<file path="src/rtl/instr_stream_checker_pkg.sv">
// Shared types for the instruction stream checker: FSM states, program entry
// layout and the register-zero constant.
package instr_chk_pkg;

    // Width of the core the checker drives; program entries are laid out for it.
    localparam int CORE_XLEN = 32;

    localparam logic [4:0] REG_ZERO = 5'd0;

    typedef enum logic [1:0] {
        IDLE    = 2'd0,
        ISSUE   = 2'd1,
        WAIT_WB = 2'd2,
        DONE    = 2'd3
    } chk_state_t;

    // One program slot: the instruction plus its optional expected writeback.
    typedef struct packed {
        logic [CORE_XLEN-1:0] instr;
        logic                 chk;
        logic [4:0]           rd;
        logic [CORE_XLEN-1:0] val;
    } prog_entry_t;

endpackage

</file>
<file path="src/rtl/instr_stream_checker_prog_mem.sv">
// Program store: DEPTH entries, one synchronous write port and one
// combinational read port. Contents are not reset.
module prog_mem
    import instr_chk_pkg::*;
#(
    parameter int DEPTH = 16,
    parameter int AW    = $clog2(DEPTH)
) (
    input  logic          clk_i,
    input  logic          we_i,
    input  logic [AW-1:0] waddr_i,
    input  prog_entry_t   wdata_i,
    input  logic [AW-1:0] raddr_i,
    output prog_entry_t   rdata_o
);

    prog_entry_t mem_q [DEPTH];

    // Write one entry per cycle when enabled.
    always_ff @(posedge clk_i) begin
        if (we_i) begin
            mem_q[waddr_i] <= wdata_i;
        end
    end

    assign rdata_o = mem_q[raddr_i];

endmodule

</file>
<file path="config.mk">
export PLATFORM = sky130hd
export DESIGN_NAME = prog_mem
export DESIGN_NICKNAME = d
export VERILOG_FILES = /design/src/rtl/instr_stream_checker_pkg.sv /design/src/rtl/instr_stream_checker_prog_mem.sv
export SDC_FILE = /design/constraint.sdc
export NUM_CORES = 1
export LEC_CHECK = 0
export CORE_ASPECT_RATIO = 0.6
export CORE_UTILIZATION = 32
export DETAILED_ROUTE_END_ITERATION = 8
export GPL_ROUTABILITY_DRIVEN = 0
export PLACE_DENSITY = 0.58
export SLEW_MARGIN = 40
export SYNTH_ARGS = -nofsm -noshare
export SYNTH_HDL_FRONTEND = slang
export SYNTH_SLANG_ARGS = --single-unit
</file>
<file path="constraint.sdc">
create_clock -name clk_i -period 15.1 [get_ports clk_i]
set_input_delay 2.265 -clock clk_i [delete_from_list [all_inputs] [get_ports clk_i]]
set_output_delay 2.265 -clock clk_i [all_outputs]
set_load 0.02 [all_outputs]
</file>
==> results of run 1 <==
[Yosys cell counts]
cell | number | area share
a22oi_1 | 140 | 0.025
and2_1 | 1 | 0.00015
buf_1 | 5 | 0.00045
buf_2 | 25 | 0.0030
buf_4 | 6 | 0.0011
buf_6 | 18 | 0.0048
clkbuf_1 | 39 | 0.0035
edfxtp_1 | 1120 | 0.80
mux4_2 | 280 | 0.15
nand2_1 | 71 | 0.0064
nand2b_1 | 2 | 0.00030
nand3_1 | 1 | 0.00012
nand3b_1 | 2 | 0.00036
nor2_1 | 13 | 0.0012
nor2b_1 | 2 | 0.00030
nor3_1 | 4 | 0.00048
or3b_1 | 1 | 0.00021
[cells by family after synthesis]
group | Yosys count
compound gates | 140
buf+inv | 93
flops | 1120
mux | 280
simple gates | 97
[worst max-delay path, stage by stage]
cell	delay [ns]
clkdlybuf4s50_1	0.63
nor2b_4	0.19
buf_4	0.46
buf_4	0.78
a22oi_1	0.39
nand2_1	0.15
clkdlybuf4s50_1	0.63
[metal layers]
metal / vias to the layer above / share of wire / track usage
met1: 10545 / 0.43 / 0.219
met5: - / 0.00074 / 0
li1: 7929 / - / -
met3: 140 / 0.062 / 0.0342
met2: 597 / 0.49 / 0.263
met4: 12 / 0.017 / 0.0350
[power by group through the flow]
stage               clock [mW]  combinational (mW)  sequential (mW)
finish                    2.67               0.392             3.50
global route              2.85               0.421             3.50
CTS                       2.73               0.402             3.50
detailed placement           0               0.400             3.57
global placement             0               0.393             3.56
floorplan                    0               0.208             3.56
[worst paths after layout]
path | slack (ns) | endpoint | startpoint
worst min-delay path | 2.47 | mem_q[7][46] | wdata_i[46]
worst max-delay path | 7.24 | rdata_o[16] | raddr_i[3]
[layout by cell type, fill, tap and decap left out, drive strengths merged, types with 4 or more instances in the layout]
master	n
a22oi	140
nand2	71
buf	51
clkdlybuf4s50	147
bufinv	12
diode	4
edfxtp	1120
clkinvlp	6
nor3	4
clkbuf	129
nor2	13
inv	6
clkinv	43
mux4	280
[layout make-up]
type	instances	area, µm²
diodes	4	10.0
clock buffers	129	2780
clock inverters	67	702
repair buffers	198	2010
well taps	1716	2150
fillers	11508	80200
flip-flops and latches	1120	33600
multi-input cells	517	7890
==> impl_metrics.tcl, run 1 <==
set metrics [dict create \
    synth-simple-area-share 0.00943 \
    cts.path.max_buffers 3 \
    slew_headroom 0.402 \
    setup_ws_ns 7.24 \
    arrival_ns 5.59 \
    critical_path.endpoint_type "output pin" \
    antenna_found_initial 12 \
    start_util 0.324 \
    regMostFlops "mem_q" \
    clkTransAtPathRegs_ns 0.06 \
    power_density_nw_per_um2 134 \
    final_core_util 0.380 \
    netlist_area_um2 41900 \
    internal_power_mw 5.17 \
    largest_register_ffs 1120 \
    yosysWarnings 0 \
    numCtsBuffers 107 \
    ys_ff_latch 1120 \
    grt_max_degree 82 \
    avgSynthCellArea_um2 24.2 \
    p_seq_frac 0.533 \
    num_vias 19223 \
    die-area_um2 133000 \
    cp-start-kind "primary input" \
    synth_top_family_by_area "multiplexers" \
    fin_crit_sh 0.520 \
    status "finished, final reports clean" \
    synth_fa_ha_area_frac 0 \
    switchingPower_mw 1.40 \
    finalWirelength_um 105000 \
    antenna_left 0 \
    synth_seq_area_share 0.802 \
    top_regs "mem_q x1120" \
    stdcell_count 3751 \
    vdd_drop_max_v 0.000108 \
    cts_root_buf "clkbuf_16" \
    synth_compound_area_frac 0.0251 \
    fin_crit_ns 7.86 \
    synth_cell_type_count 17 \
    first_pass_iters 5 \
    rows 102 \
    ctsResizeCount 0 \
    synth_xor_area_frac 0 \
    ios 150 \
    cts_setup_buffers 0 \
    cts_tree "built" \
    areaGrowthSynthToFinish_pct 17.3 \
    setup_viol 0 \
    syn-instance-count 1730 \
    worstPathRequired_ns 12.84 \
    leakage_nw 15.1 \
    muxShareOfSynthArea 0.150 \
    synthesis.nets 1810 \
    cts_htree_levels 3 \
    switching_share 0.213 \
    fp.dieW_um 469 \
    ctsHoldBuffers 0 \
    fin_area_um2 49200 \
    power_mw 6.56 \
    grtUsageTotal 0.160 \
    die_h_um 282 \
    gr-total-overflow 0 \
    place_area_um2 45700 \
    portBuffers 149 \
    drive_gt1_frac 0.246 \
    drc 0 \
    tightest_slew_ns 0.897 \
    wl_per_cell_um 28.1 \
    slew_violations 0 \
    rsz0062_at_grt "no" \
    pre_cts_ws_ns 7.21 \
    clockPowerShare 0.407 \
    setup_tns_ns 0 \
    core_um2 129000 \
    comb_power_share 0.060 \
    maxCapViolCount 0 \
    hp-class "in -> reg" \
    min_path_cells 1 \
    whs_ns 2.47 \
    via_per_inst 5.12 \
    fmax_mhz 127 \
    final_nets 2024 \
    crit_type "in -> out" \
    grt_pass1_vias 20415 \
    cp_max_fo 42 \
    hold_viol 0 \
    grt_pass1_wl_um 150000 \
    first_iter_violations 1791 \
    dpl.hpwl_um 54300 \
    numClockSinks 1120 \
    dp_cells 3551 \
]
Note: power is estimated with default switching activity, not from simulation.
==> run 2: changes to the inputs <==
Settings changed: PLACE_DENSITY 0.58 to 0.6.
Clock period 15.1 ns to 6.4 ns, I/O delays scaled along.
==> run 2 against run 1 <==
Net effect: final area up 0.42%; die area unchanged; sequential cell count unchanged; global-route usage down 0.74 points; clock power up 130%; count of clock-buffer cells in the layout down 12; worst hold slack worse by 1.3 ns; sequential share of layout area down 0.29 points; non-clock buffer count up 7; via count down 0.20%; critical endpoint is now rdata_o[33].
==> impl_metrics.tcl, run 2 (same netlist as run 1, synthesis figures left out) <==
set metrics [dict create \
    switching_share 0.216 \
    drc 0 \
    leakage_nw 15.1 \
    clkTransAtPathRegs_ns 0.06 \
    vdd_drop_max_v 0.000249 \
    cp_max_fo 26 \
    tightest_slew_ns 0.848 \
    drive_gt1_frac 0.250 \
    fill_cells 11476 \
    layout_commonest_cell "edfxtp_1" \
    slew_violations 0 \
    slew_headroom 0.435 \
    regMostFlops "mem_q" \
    fmax_mhz 218 \
    critical_path.endpoint_type "output pin" \
    cts_root_buf "clkbuf_16" \
    fin_crit_ns 4.58 \
    via_per_inst 5.12 \
    arrival_ns 3.62 \
    status "finished, final reports clean" \
    cp-start-kind "primary input" \
    power_density_nw_per_um2 309 \
    ctsHoldBuffers 0 \
    start_util 0.324 \
    ios 150 \
    grtUsageTotal 0.152 \
    cts.path.max_buffers 3 \
    setup_viol 0 \
    rows 102 \
    grt_pass1_vias 20078 \
    regArea_um2 33600 \
    numClockSinks 1120 \
    crit_type "in -> out" \
    antenna_left 0 \
    rsz0062_at_grt "no" \
    gr-total-overflow 0 \
    die_h_um 282 \
    internal_power_mw 12.0 \
    comb_power_share 0.061 \
    die-area_um2 133000 \
    fp.dieW_um 469 \
    finalWirelength_um 101000 \
    final_nets 2025 \
    switchingPower_mw 3.29 \
    core_um2 129000 \
    top_regs "mem_q x1120" \
    fin_crit_sh 0.716 \
    p_seq_frac 0.542 \
    cts_htree_levels 3 \
    grt_pass1_wl_um 145000 \
    portBuffers 149 \
    whs_ns 1.16 \
    first_iter_violations 1891 \
    hold_viol 0 \
    antenna_found_initial 13 \
    clockPowerShare 0.398 \
    first_pass_iters 6 \
    most-common-layout-cells "edfxtp_1, mux4_2, clkdlybuf4s50_1" \
    ctsResizeCount 0 \
    worstPathRequired_ns 5.44 \
    cts_tree "built" \
    cts_setup_buffers 0 \
    numCtsBuffers 101 \
    setup_tns_ns 0 \
    multi_input_area_um2 7910 \
    dpl.hpwl_um 51700 \
    hp-class "in -> reg" \
    maxCapViolCount 0 \
    power_mw 15.2 \
    areaGrowthSynthToFinish_pct 17.8 \
    num_vias 19184 \
    wl_per_cell_um 26.9 \
    grt_max_degree 81 \
    largest_register_ffs 1120 \
]
[run 2: changes by cell type in the layout (fill, tap and decap cells not counted), sizes merged]
cell	delta
clkbuf	-12
buf	+7
clkinv	+6
bufinv	-2
clkinvlp	-1
diode	-1
inv	-1
[run 2: per-layer routing]
layer	global-route usage	share of wire
met5	0	0.00083
met4	0.0355	0.020
met3	0.0333	0.061
met2	0.247	0.48
met1	0.210	0.44
[run 2: cell type report]
cell class | instances | area share
flip-flops and latches | 1120 | 0.681
multi-input cells | 517 | 0.160
clock buffers | 117 | 0.0524
repair buffers | 205 | 0.0483
well taps | 1716 | 0.0435
clock inverters | 69 | 0.0144
diodes | 3 | 0.000152
[run 2: critical path: stages]
cell and delay (ns):
clkdlybuf4s50_1 0.62, nor2b_4 0.69, buf_12 0.29, a22oi_1 0.14
nand2_1 0.22, clkdlybuf4s50_1 0.65
[run 2: through the flow]
| stage | cell area (µm²) | setup slack (ns) | utilization | cells |
|---|---|---|---|---|
| floorplan | 41900 | 1.56 | - | 1730 |
| global placement | 45900 | 1.59 | 0.354 | 3547 |
| detailed placement | 46100 | 1.71 | 0.356 | 3557 |
| CTS | 49400 | 1.70 | 0.381 | 3743 |
| global route | 49400 | 1.69 | 0.382 | 3746 |
| finish | 49400 | 1.82 | 0.382 | 3747 |
[run 2: worst paths after layout]
path / startpoint / to / slack (ns) / depth (start not counted)
setup / recovery: raddr_i[3] / rdata_o[33] / 1.82 / 6
hold / removal: wdata_i[12] / mem_q[2][12] / 1.16 / 1
[run 2: power by group through the flow]
stage | logic (mW) | clock network, mW | registers (mW)
floorplan | 0.491 | 0 | 8.41
global placement | 0.918 | 0 | 8.40
detailed placement | 0.943 | 0 | 8.41
CTS | 0.946 | 6.22 | 8.25
global route | 0.989 | 6.48 | 8.26
finish | 0.924 | 6.06 | 8.25
==> run 3: changes to the inputs <==
Clock period 6.4 ns to 3.7 ns, I/O delays scaled along.
==> run 3 against run 2 <==
Net effect: count of clock-buffer cells in the layout up 22; largest cell class unchanged; non-clock buffer count rose by 45; critical endpoint is now rdata_o[35]; sequential cell count did not move.
==> impl_metrics.tcl, run 3 (same netlist as run 1, synthesis figures left out) <==
set metrics [dict create \
    status "finished, final reports clean" \
    slew_violations 0 \
    vdd_drop_max_v 0.000339 \
    fin_crit_sh 0.943 \
    tightest_slew_ns 0.720 \
    clkTransAtPathRegs_ns 0.07 \
    core_um2 129000 \
    worstPathRequired_ns 3.14 \
    hold_start "wdata_i[27]" \
    fin_crit_ns 3.49 \
    rsz0062_at_grt "no" \
    layout_commonest_cell "edfxtp_1" \
    fmax_mhz 287 \
    dp_cells 3603 \
    place_area_um2 46700 \
    ios 150 \
    top_regs "mem_q x1120" \
    first_iter_violations 1973 \
    hold_viol 0 \
    dpl.hpwl_um 57600 \
    num_vias 19468 \
    crit_type "in -> out" \
    numClockSinks 1120 \
    setup_viol 0 \
    cts_root_buf "clkbuf_16" \
    numCtsBuffers 107 \
    slowest_delay_ns 0.65 \
    drive_gt1_frac 0.262 \
    via_per_inst 5.12 \
    worst_path_max_delay_cell "clkdlybuf4s50_1" \
    slew_headroom 0.519 \
    cts_htree_levels 3 \
    grt_pass1_wl_um 147000 \
    stdcell_count 3802 \
    final_nets 2076 \
    min_path_cells 1 \
    largest_register_ffs 1120 \
    grt_pass1_vias 20435 \
    cp-start-kind "primary input" \
    start_util 0.324 \
    worst_hold_path.endpoint "mem_q[14][27]" \
    cp_max_fo 20 \
    drc 0 \
    rows 102 \
    grtUsageTotal 0.155 \
    grt_max_degree 61 \
    fill_cells 11381 \
    first_pass_iters 5 \
    antenna_found_initial 12 \
    crit_family "buffers and inverters" \
    regMostFlops "mem_q" \
    wl_per_cell_um 27.1 \
    cp_common_cell "clkdlybuf4s50_1" \
    critical_path.endpoint_type "output pin" \
    ctsResizeCount 0 \
    cts_tree "built" \
    arrival_ns 2.93 \
    cts.path.max_buffers 3 \
    leakage_nw 15.5 \
    path_buf_inv 3 \
    most-common-layout-cells "edfxtp_1, mux4_2, clkdlybuf4s50_1" \
    portBuffers 149 \
    path_cells "clkdlybuf4s50_1 > and2_4 > buf_12 > a22oi_1 > nand2_1 > clkdlybuf4s50_1" \
    power_density_nw_per_um2 534 \
    areaGrowthSynthToFinish_pct 19.6 \
    ctsHoldBuffers 0 \
    gr-total-overflow 0 \
    antenna_left 0 \
    die_h_um 282 \
    fin_area_um2 50200 \
    hp-class "in -> reg" \
    maxCapViolCount 0 \
    fp.dieW_um 469 \
    die-area_um2 133000 \
    finalWirelength_um 103000 \
    cts_setup_buffers 0 \
]
## run 3: cell count changes in the layout (fill, tap and decap cells not counted), sizes merged, moves of 2 or more
cell,before,now
clkinvlp,5,2
clkdlybuf4s50,147,145
inv,5,2
clkinv,49,44
buf,58,105
clkbuf,117,139
## run 3: per-layer routing
| layer | track usage | part of all wire | vias up |
|---|---|---|---|
| li1 | - | - | 8030 |
| met1 | 0.225 | 0.45 | 10623 |
| met2 | 0.243 | 0.47 | 681 |
| met3 | 0.0305 | 0.069 | 126 |
| met4 | 0.0311 | 0.015 | 8 |
| met5 | 0 | 0.00043 | - |
## run 3: how the worst max path moves through the flow
| stage | to | cells after the start | from | slack, ns |
|---|---|---|---|---|
| 2_1_floorplan | mem_q[1][0] | 2 | waddr_i[2] | -0.74 |
| 3_3_place_gp | rdata_o[35] | 6 | raddr_i[2] | 0.20 |
| 3_5_place_dp | rdata_o[55] | 6 | raddr_i[0] | 0.20 |
| 4_1_cts | rdata_o[35] | 6 | raddr_i[3] | 0.19 |
| 5_1_grt | rdata_o[55] | 6 | raddr_i[0] | 0.12 |
| 6_report | rdata_o[35] | 6 | raddr_i[3] | 0.21 |
## run 3: per-stage QoR
| stage | power (mW) | setup TNS, ns | util | hold WS [ns] | worst slack [ns] |
|---|---|---|---|---|---|
| after floorplan | 15.4 | -188.62 | - | 0.654 | -0.735 |
| after global placement | 16.2 | 0 | 0.361 | 1.41 | 0.203 |
| after detailed placement | 16.3 | 0 | 0.361 | 1.40 | 0.201 |
| after CTS | 27.1 | 0 | 0.388 | 0.698 | 0.191 |
| after global routing | 27.6 | 0 | 0.388 | 0.738 | 0.120 |
| final | 26.8 | 0 | 0.388 | 0.759 | 0.212 |
## run 3: area by class of cell
type	instances	area (µm²)	area share
Timing Repair Buffer	250	2980	0.0594
Clock inverter	58	684	0.0136
Tap cell	1716	2150	0.0428
Antenna cell	2	5.00	0.0000998
Multi-Input combinational cell	517	7910	0.158
Sequential cell	1120	33600	0.671
Clock buffer	139	2800	0.0558
## run 3: where the power goes
part	internal [mW]	switching, mW
registers	14.2	0.0534
logic	0.737	0.945
clock network	6.08	4.72
